`config.mk`:
```
export PLATFORM = sky130hd
export DESIGN_NAME = instr_fetch_unit
export DESIGN_NICKNAME = d
export VERILOG_FILES = /design/src/rtl/instr_fetch_unit.sv
export SDC_FILE = /design/constraint.sdc
export NUM_CORES = 1
export LEC_CHECK = 0
export ABC_AREA = 1
export CORE_MARGIN = 10
export CORE_UTILIZATION = 48
export CTS_CLUSTER_SIZE = 24
export DETAILED_ROUTE_END_ITERATION = 12
export PLACE_DENSITY = 0.9
export SETUP_SLACK_MARGIN = 0.2
export SLEW_MARGIN = 15
export SYNTH_ARGS = -nofsm -noshare
export SYNTH_HDL_FRONTEND = slang
export SYNTH_SLANG_ARGS = --single-unit
```
`constraint.sdc`:
```
create_clock -name clk -period 3.85 [get_ports clk]
set_input_delay 0.385 -clock clk [delete_from_list [all_inputs] [get_ports clk]]
set_output_delay 0.385 -clock clk [all_outputs]
set_load 0.02 [all_outputs]
```
`src/rtl/instr_fetch_unit.sv`:
```
// ---------------------------------------------------------------------------
// instr_fetch_unit
//   Fetch stage in front of the opcode controller. Owns the architectural PC,
//   fetches one instruction word per execution slot over a req/ack memory
//   handshake, holds it for decode/execute, and selects the next PC from the
//   controller's jPC/branch outputs and the ALU zero flag.
//
//   Two-state FSM: FETCH (request outstanding) and HOLD (instruction valid,
//   waiting for the core to finish it). Zero-wait memory gives one
//   instruction every two cycles.
//
//   Optional feature macro: IFU_PERF_CNT_EN
//     defined   -> retired_cnt port plus a CNT_W-bit retired-instruction
//                  counter (increments on every HOLD & exec_done, wraps).
//     undefined -> no retired_cnt port, no counter logic.
// ---------------------------------------------------------------------------
module instr_fetch_unit #(
    parameter logic [31:0] RESET_PC = 32'h0000_0000,
    parameter int          CNT_W    = 32
) (
    input  logic             clk,
    input  logic             rst,
    // instruction memory handshake
    output logic             imem_req,
    output logic [31:0]      imem_addr,
    input  logic             imem_ack,
    input  logic [31:0]      imem_rdata,
    // decode side
    output logic [31:0]      inst,
    output logic [5:0]       opc,
    output logic             inst_valid,
    // execute feedback
    input  logic             exec_done,
    input  logic [1:0]       jPC,
    input  logic [1:0]       branch,
    input  logic             zero,
    input  logic [31:0]      rs_data,
    // architectural PC
    output logic [31:0]      pc,
    output logic [31:0]      pc_plus4
`ifdef IFU_PERF_CNT_EN
    ,
    output logic [CNT_W-1:0] retired_cnt
`endif
);

    // FSM encoding kept as plain constants for compatibility with older tools
    localparam logic [0:0] ST_FETCH = 1'b0;
    localparam logic [0:0] ST_HOLD  = 1'b1;

    // jPC selector codes; 2'b11 deliberately falls through to sequential
    localparam logic [1:0] JPC_JUMP = 2'b01;
    localparam logic [1:0] JPC_REG  = 2'b10;

    // branch selector codes; 2'b00 / 2'b11 mean no branch
    localparam logic [1:0] BR_BEQ   = 2'b01;
    localparam logic [1:0] BR_BNE   = 2'b10;

    logic [0:0]  state_reg;
    logic [0:0]  state_next;
    logic [31:0] pc_reg;
    logic [31:0] pc_next;
    logic [31:0] inst_reg;
    logic [31:0] inst_next;

    logic [31:0] pc_plus4_w;
    logic [31:0] jump_target;
    logic [31:0] reg_target;
    logic [31:0] branch_offset;
    logic [31:0] branch_target;
    logic        branch_taken;
    logic [31:0] target_pc;
    logic        in_fetch;
    logic        in_hold;
    logic        retire;

    // rs_data low bits are discarded because register targets are word aligned
    logic        unused_rs_low;
    assign unused_rs_low = ^rs_data[1:0];

    assign in_fetch = (state_reg == ST_FETCH);
    assign in_hold  = (state_reg == ST_HOLD);
    assign retire   = in_hold && exec_done;

    // Sequential PC and link value; wraps naturally at 2^32
    assign pc_plus4_w = pc_reg + 32'd4;

    // Absolute jump keeps the region bits of the following instruction
    assign jump_target = {pc_plus4_w[31:28], inst_reg[25:0], 2'b00};

    // Register target is forced to a word boundary
    assign reg_target = {rs_data[31:2], 2'b00};

    // Branch offset: imm16 shifted left by two, sign bit replicated upwards
    assign branch_offset[1:0]  = 2'b00;
    assign branch_offset[17:2] = inst_reg[15:0];
    generate
        for (genvar gi = 18; gi < 32; gi++) begin : g_br_sext
            assign branch_offset[gi] = inst_reg[15];
        end
    endgenerate

    assign branch_target = pc_plus4_w + branch_offset;

    // Branch condition: beq taken on zero, bne taken on non-zero
    always_comb begin
        branch_taken = 1'b0;
        if (branch == BR_BEQ) begin
            branch_taken = zero;
        end else if (branch == BR_BNE) begin
            branch_taken = !zero;
        end
    end

    // Next-PC select: any jump outranks a branch, branch outranks sequential
    always_comb begin
        target_pc = pc_plus4_w;
        if (jPC == JPC_JUMP) begin
            target_pc = jump_target;
        end else if (jPC == JPC_REG) begin
            target_pc = reg_target;
        end else if (branch_taken) begin
            target_pc = branch_target;
        end
    end

    // FSM transitions; handshake inputs outside their own state are ignored
    always_comb begin
        state_next = state_reg;
        pc_next    = pc_reg;
        inst_next  = inst_reg;
        if (in_fetch) begin
            if (imem_ack) begin
                inst_next  = imem_rdata;
                state_next = ST_HOLD;
            end
        end else begin
            if (exec_done) begin
                pc_next    = target_pc;
                state_next = ST_FETCH;
            end
        end
    end

    // State, PC and held instruction; reset abandons any outstanding fetch
    always_ff @(posedge clk) begin
        if (rst) begin
            state_reg <= ST_FETCH;
            pc_reg    <= RESET_PC;
            inst_reg  <= 32'd0;
        end else begin
            state_reg <= state_next;
            pc_reg    <= pc_next;
            inst_reg  <= inst_next;
        end
    end

    // Request and valid are masked during reset so nothing leaks out while
    // the state register is still being forced back to FETCH
    assign imem_req   = in_fetch && !rst;
    assign inst_valid = in_hold && !rst;
    assign imem_addr  = pc_reg;
    assign inst       = inst_reg;
    assign opc        = inst_reg[31:26];
    assign pc         = pc_reg;
    assign pc_plus4   = pc_plus4_w;

`ifdef IFU_PERF_CNT_EN
    logic [CNT_W-1:0] cnt_reg;
    logic [CNT_W-1:0] cnt_next;

    // Counter advances once per retired instruction and wraps silently
    always_comb begin
        cnt_next = cnt_reg;
        if (retire) begin
            cnt_next = cnt_reg + 1'b1;
        end
    end

    // Retired-instruction counter register
    always_ff @(posedge clk) begin
        if (rst) begin
            cnt_reg <= '0;
        end else begin
            cnt_reg <= cnt_next;
        end
    end

    assign retired_cnt = cnt_reg;
`else
    // Counter width only matters when the counter is built
    localparam int UNUSED_CNT_W = CNT_W;
    logic unused_retire;
    assign unused_retire = retire;
`endif

endmodule

```
==> reports/summary.txt <==
share of power burned in registers - 34.0%
kind of critical path - reg2reg
unrepaired setup endpoints after global routing - false
vias in the first global route - 7532
Syn. warnings - 0
max-slew violations - 0
critical-path maximum fanout - 6
GRT Total Usage - 25.8%
crit path launch type - flop
status - completed
Final Cycle Share - 87.4%
first-pass GRT wire length - 39000 um
CP required - 4.08 ns
CTS max path bufs - 2
Mean Syn Cell Area - 5.55 um^2
worst skew pair latency - 0.33 ns
vias per cell - 5.31
Peak Freq - 0.297 GHz
Final Hold Viols - 0
Layout Skew - 0.00801 ns
HP Class - reg2reg
Routed WL per cell - 16.4 um
CTS HTree Levels - 3
# rows - 42
CTS Sinks - 63
TritonRoute pass-1 iters - 6
reg-to-reg setup timing slack - 0.49 ns
via count - 8152
Final Setup Violations - 0
Setup TNS Final - 0 ns
number of remaining DRC errors - 0
# nets final - 1466
VDD IR max - 0.349 mV
Hold Path Depth - 2
HPWL after DPL - 20200 um
critical path arrival - 3.59 ns
Layout area overhead - 32.2%
CP endpoint kind - flop
Initial Utilization - 49.7%
WHS Endpoint - inst[23]$_SDFFE_PP0P_
switching power - 0.000800 W
crit-path max cell delay - 0.49 ns
PwrDens - 256 nW/um^2
Chip Height - 138 um
share of post-route cells with drive strength above 1 - 4.34%
Leak - 4.44 nW
hold buffers post-CTS - 0
critical path's top delay family - simple AND/OR/NAND/NOR gates
share of the synthesized area in the top cell type - 23.2%
#FFs+latches synth - 63
initial antenna violation count - 0
CTS clk-pin slew, worst paths - 0.06 ns
CTS tree - built
post-route cell area - 8800 um^2
total gr overflow - 0
Worst-Margin Slew - 1.05 ns
Post-DP Area - 8540 um^2
relative slew slack - 30.2%
initial DRC count - 781
Die ar. - 19000 um^2
Pint - 0.00146 W
Final WS setup - 0.485 ns
Routed Wire Length - 25100 um
minimum clock period after layout - 3.36 ns
Die X - 138 um
Synth area leader - nand2_1
Synth area leaders - nand2_1, dfxtp_1, inv_1
gpl congestion - 0.979
CTS Buf Count - 9
Placed Cells - 1521
switch share - 35.4%
r2r endpoint - imem_addr[22]$_SDFFE_PP0P_
max FFs per register - 32
clock power share - 31.6%
Synth cell types - 39
final antenna-violating net count - 0
Worst Min Path Start - inst[23]$_SDFFE_PP0P_
critical path's slowest cell - dfxtp_1
largest net degree at the start of global routing - 44
diodes inserted - 0
CTS root buffer - clkbuf_16
depth of the most critical reg-to-reg path - 20
FF-to-FF Start - imem_addr[9]$_SDFFE_PP0P_
Bufs and invs on worst path - 1
Cells after Synth - 1199
Post-Layout Cell Count - 1536
I/O Pins - 209
max_cap viols - 0
IO Port Bufs - 200
most used cell, CP - nand2_1
pre-CTS setup slack - 0.591 ns
core area - 13400 um^2
CP Cell Sequence - nand2_2 -> nor2_1 -> nand2_1 -> nor2_1 -> xor2_1 -> inv_1 -> ha_1 -> nand2_1 -> nor2_1 -> nand3_1 -> nand3b_1 -> nand2_1 -> nand2_1 -> nand2_1 -> nand3_1 -> nand2_1 -> nand2_1 -> nand2_1 -> nand2_1 -> nand2_1
Synth Cell Area - 6660 um^2
sequential area share after synthesis - 18.9%
Hold WS - 0.473 ns
combinational share of power - 34.4%
-- cells by family (layout without fill, tap and decap cells) --
logic type,count (synthesis),after routing,share of synthesized area (%)
adder cells (fa/ha/maj),37,37,7.06
flip-flops,63,63,18.9
AO/OA/AOI/OAI,136,136,11.1
other,1,6,0.0563
XOR/XNOR,20,20,2.63
buffers and inverters,254,410,17.2
AND/OR/NAND/NOR,688,688,43.0
-- power groups by stage --
| stage | clock network [W] | logic (W) | registers, W |
|---|---|---|---|
| finish | 0.000712 | 0.000776 | 0.000768 |
| floorplan | 0 | 0.000411 | 0.000804 |
| global placement | 0 | 0.000750 | 0.000775 |
| CTS | 0.000716 | 0.000768 | 0.000764 |
| detailed placement | 0 | 0.000762 | 0.000776 |
| global route | 0.000737 | 0.000842 | 0.000772 |
-- how the worst max path moves through the flow --
stage                              start                          to  slack, ns  cells past startpoint
6_report       imem_addr[9]$_SDFFE_PP0P_  imem_addr[22]$_SDFFE_PP0P_       0.49                     20
3_3_place_gp   imem_addr[3]$_SDFFE_PP0P_  imem_addr[23]$_SDFFE_PP0P_       0.64                     22
2_1_floorplan  imem_addr[3]$_SDFFE_PP0P_  imem_addr[31]$_SDFFE_PP0P_       0.78                     22
3_5_place_dp   imem_addr[3]$_SDFFE_PP0P_  imem_addr[23]$_SDFFE_PP0P_       0.59                     22
5_1_grt        imem_addr[2]$_SDFFE_PP0P_  imem_addr[23]$_SDFFE_PP0P_       0.20                     22
4_1_cts        imem_addr[2]$_SDFFE_PP0P_  imem_addr[23]$_SDFFE_PP0P_       0.58                     22
-- cells in the final DEF (no fill, tap or decap), types with 16 or more instances in the layout --
master           Yosys  final
dfxtp_1             63     62
o21ai_0             59     59
nand2_1            412    412
xor2_1              16     16
nor2_1             133    132
a21oi_1             54     54
ha_1                36     36
clkdlybuf4s50_1      0    200
inv_1              178    177
nand3_1             82     82
-- synth_stat cells (all sizes together) --
| cell | count |
|---|---|
| nand3b | 3 |
| or2 | 10 |
| o31ai | 1 |
| o211ai | 11 |
| nand4 | 10 |
| a32o | 1 |
| o21bai | 6 |
| nor2 | 140 |
| o22ai | 1 |
| clkbuf | 19 |
| a21oi | 54 |
| dfxtp | 63 |
| ha | 36 |
| dlygate4sd1 | 1 |
| a211oi | 1 |
| and2 | 6 |
| xnor2 | 4 |
| nand2 | 418 |
| nor3 | 15 |
| nand3 | 84 |
| o311ai | 1 |
| and3 | 2 |
| fa | 1 |
| buf | 52 |
| conb | 1 |
| clkinv | 2 |
| inv | 180 |
| xor2 | 16 |
| o21ai | 60 |
-- metrics by stage --
stage	power [W]	util, %
finish	0.00226	65.7
global route	0.00235	65.7
CTS	0.00225	65.6
detailed placement	0.00154	63.7
global placement	0.00152	63.7
floorplan	0.00121	-
-- routing by layer --
metal / vias to the layer above / part of all wire [%] / global-route usage, % / routed length, um
li1: 4008 / - / - / -
met1: 3620 / 39 / 31.5 / 9860
met2: 454 / 47 / 43.1 / 11700
met3: 70 / 11 / 6.19 / 2810
met4: 0 / 3.1 / 9.50 / 771
met5: - / 0 / 0 / 0
-- worst reg2reg max path: stages, from the launching register on --
cell      delay, ns
dfxtp_1        0.49
nand2_2        0.14
nor2_1         0.19
nand2_1        0.07
nor2_1         0.33
xor2_1         0.30
inv_1          0.15
ha_1           0.32
nand2_1        0.09
nor2_1         0.19
nand3_1        0.10
nand3b_1       0.23
nand2_1        0.11
nand2_1        0.07
nand2_1        0.04
nand3_1        0.09
nand2_1        0.07
nand2_1        0.06
nand2_1        0.08
nand2_1        0.09
nand2_1        0.05
-- final cells by class --
cell class / count / area (um^2)
Fill cell: 1227 / 4600
Multi-Input combinational cell: 887 / 4280
Timing Repair Buffer: 213 / 2100
Sequential cell: 63 / 1260
Inverter: 182 / 683
Clock buffer: 11 / 233
Tap cell: 176 / 220
Clock inverter: 4 / 23.8
-- timing repair --
item,in CTS,in global routing
setup buffers,0,0
gates resized for setup,0,3
endpoints found under the setup margin,0,3
No activity file was read; power rests on OpenSTA's default activity.
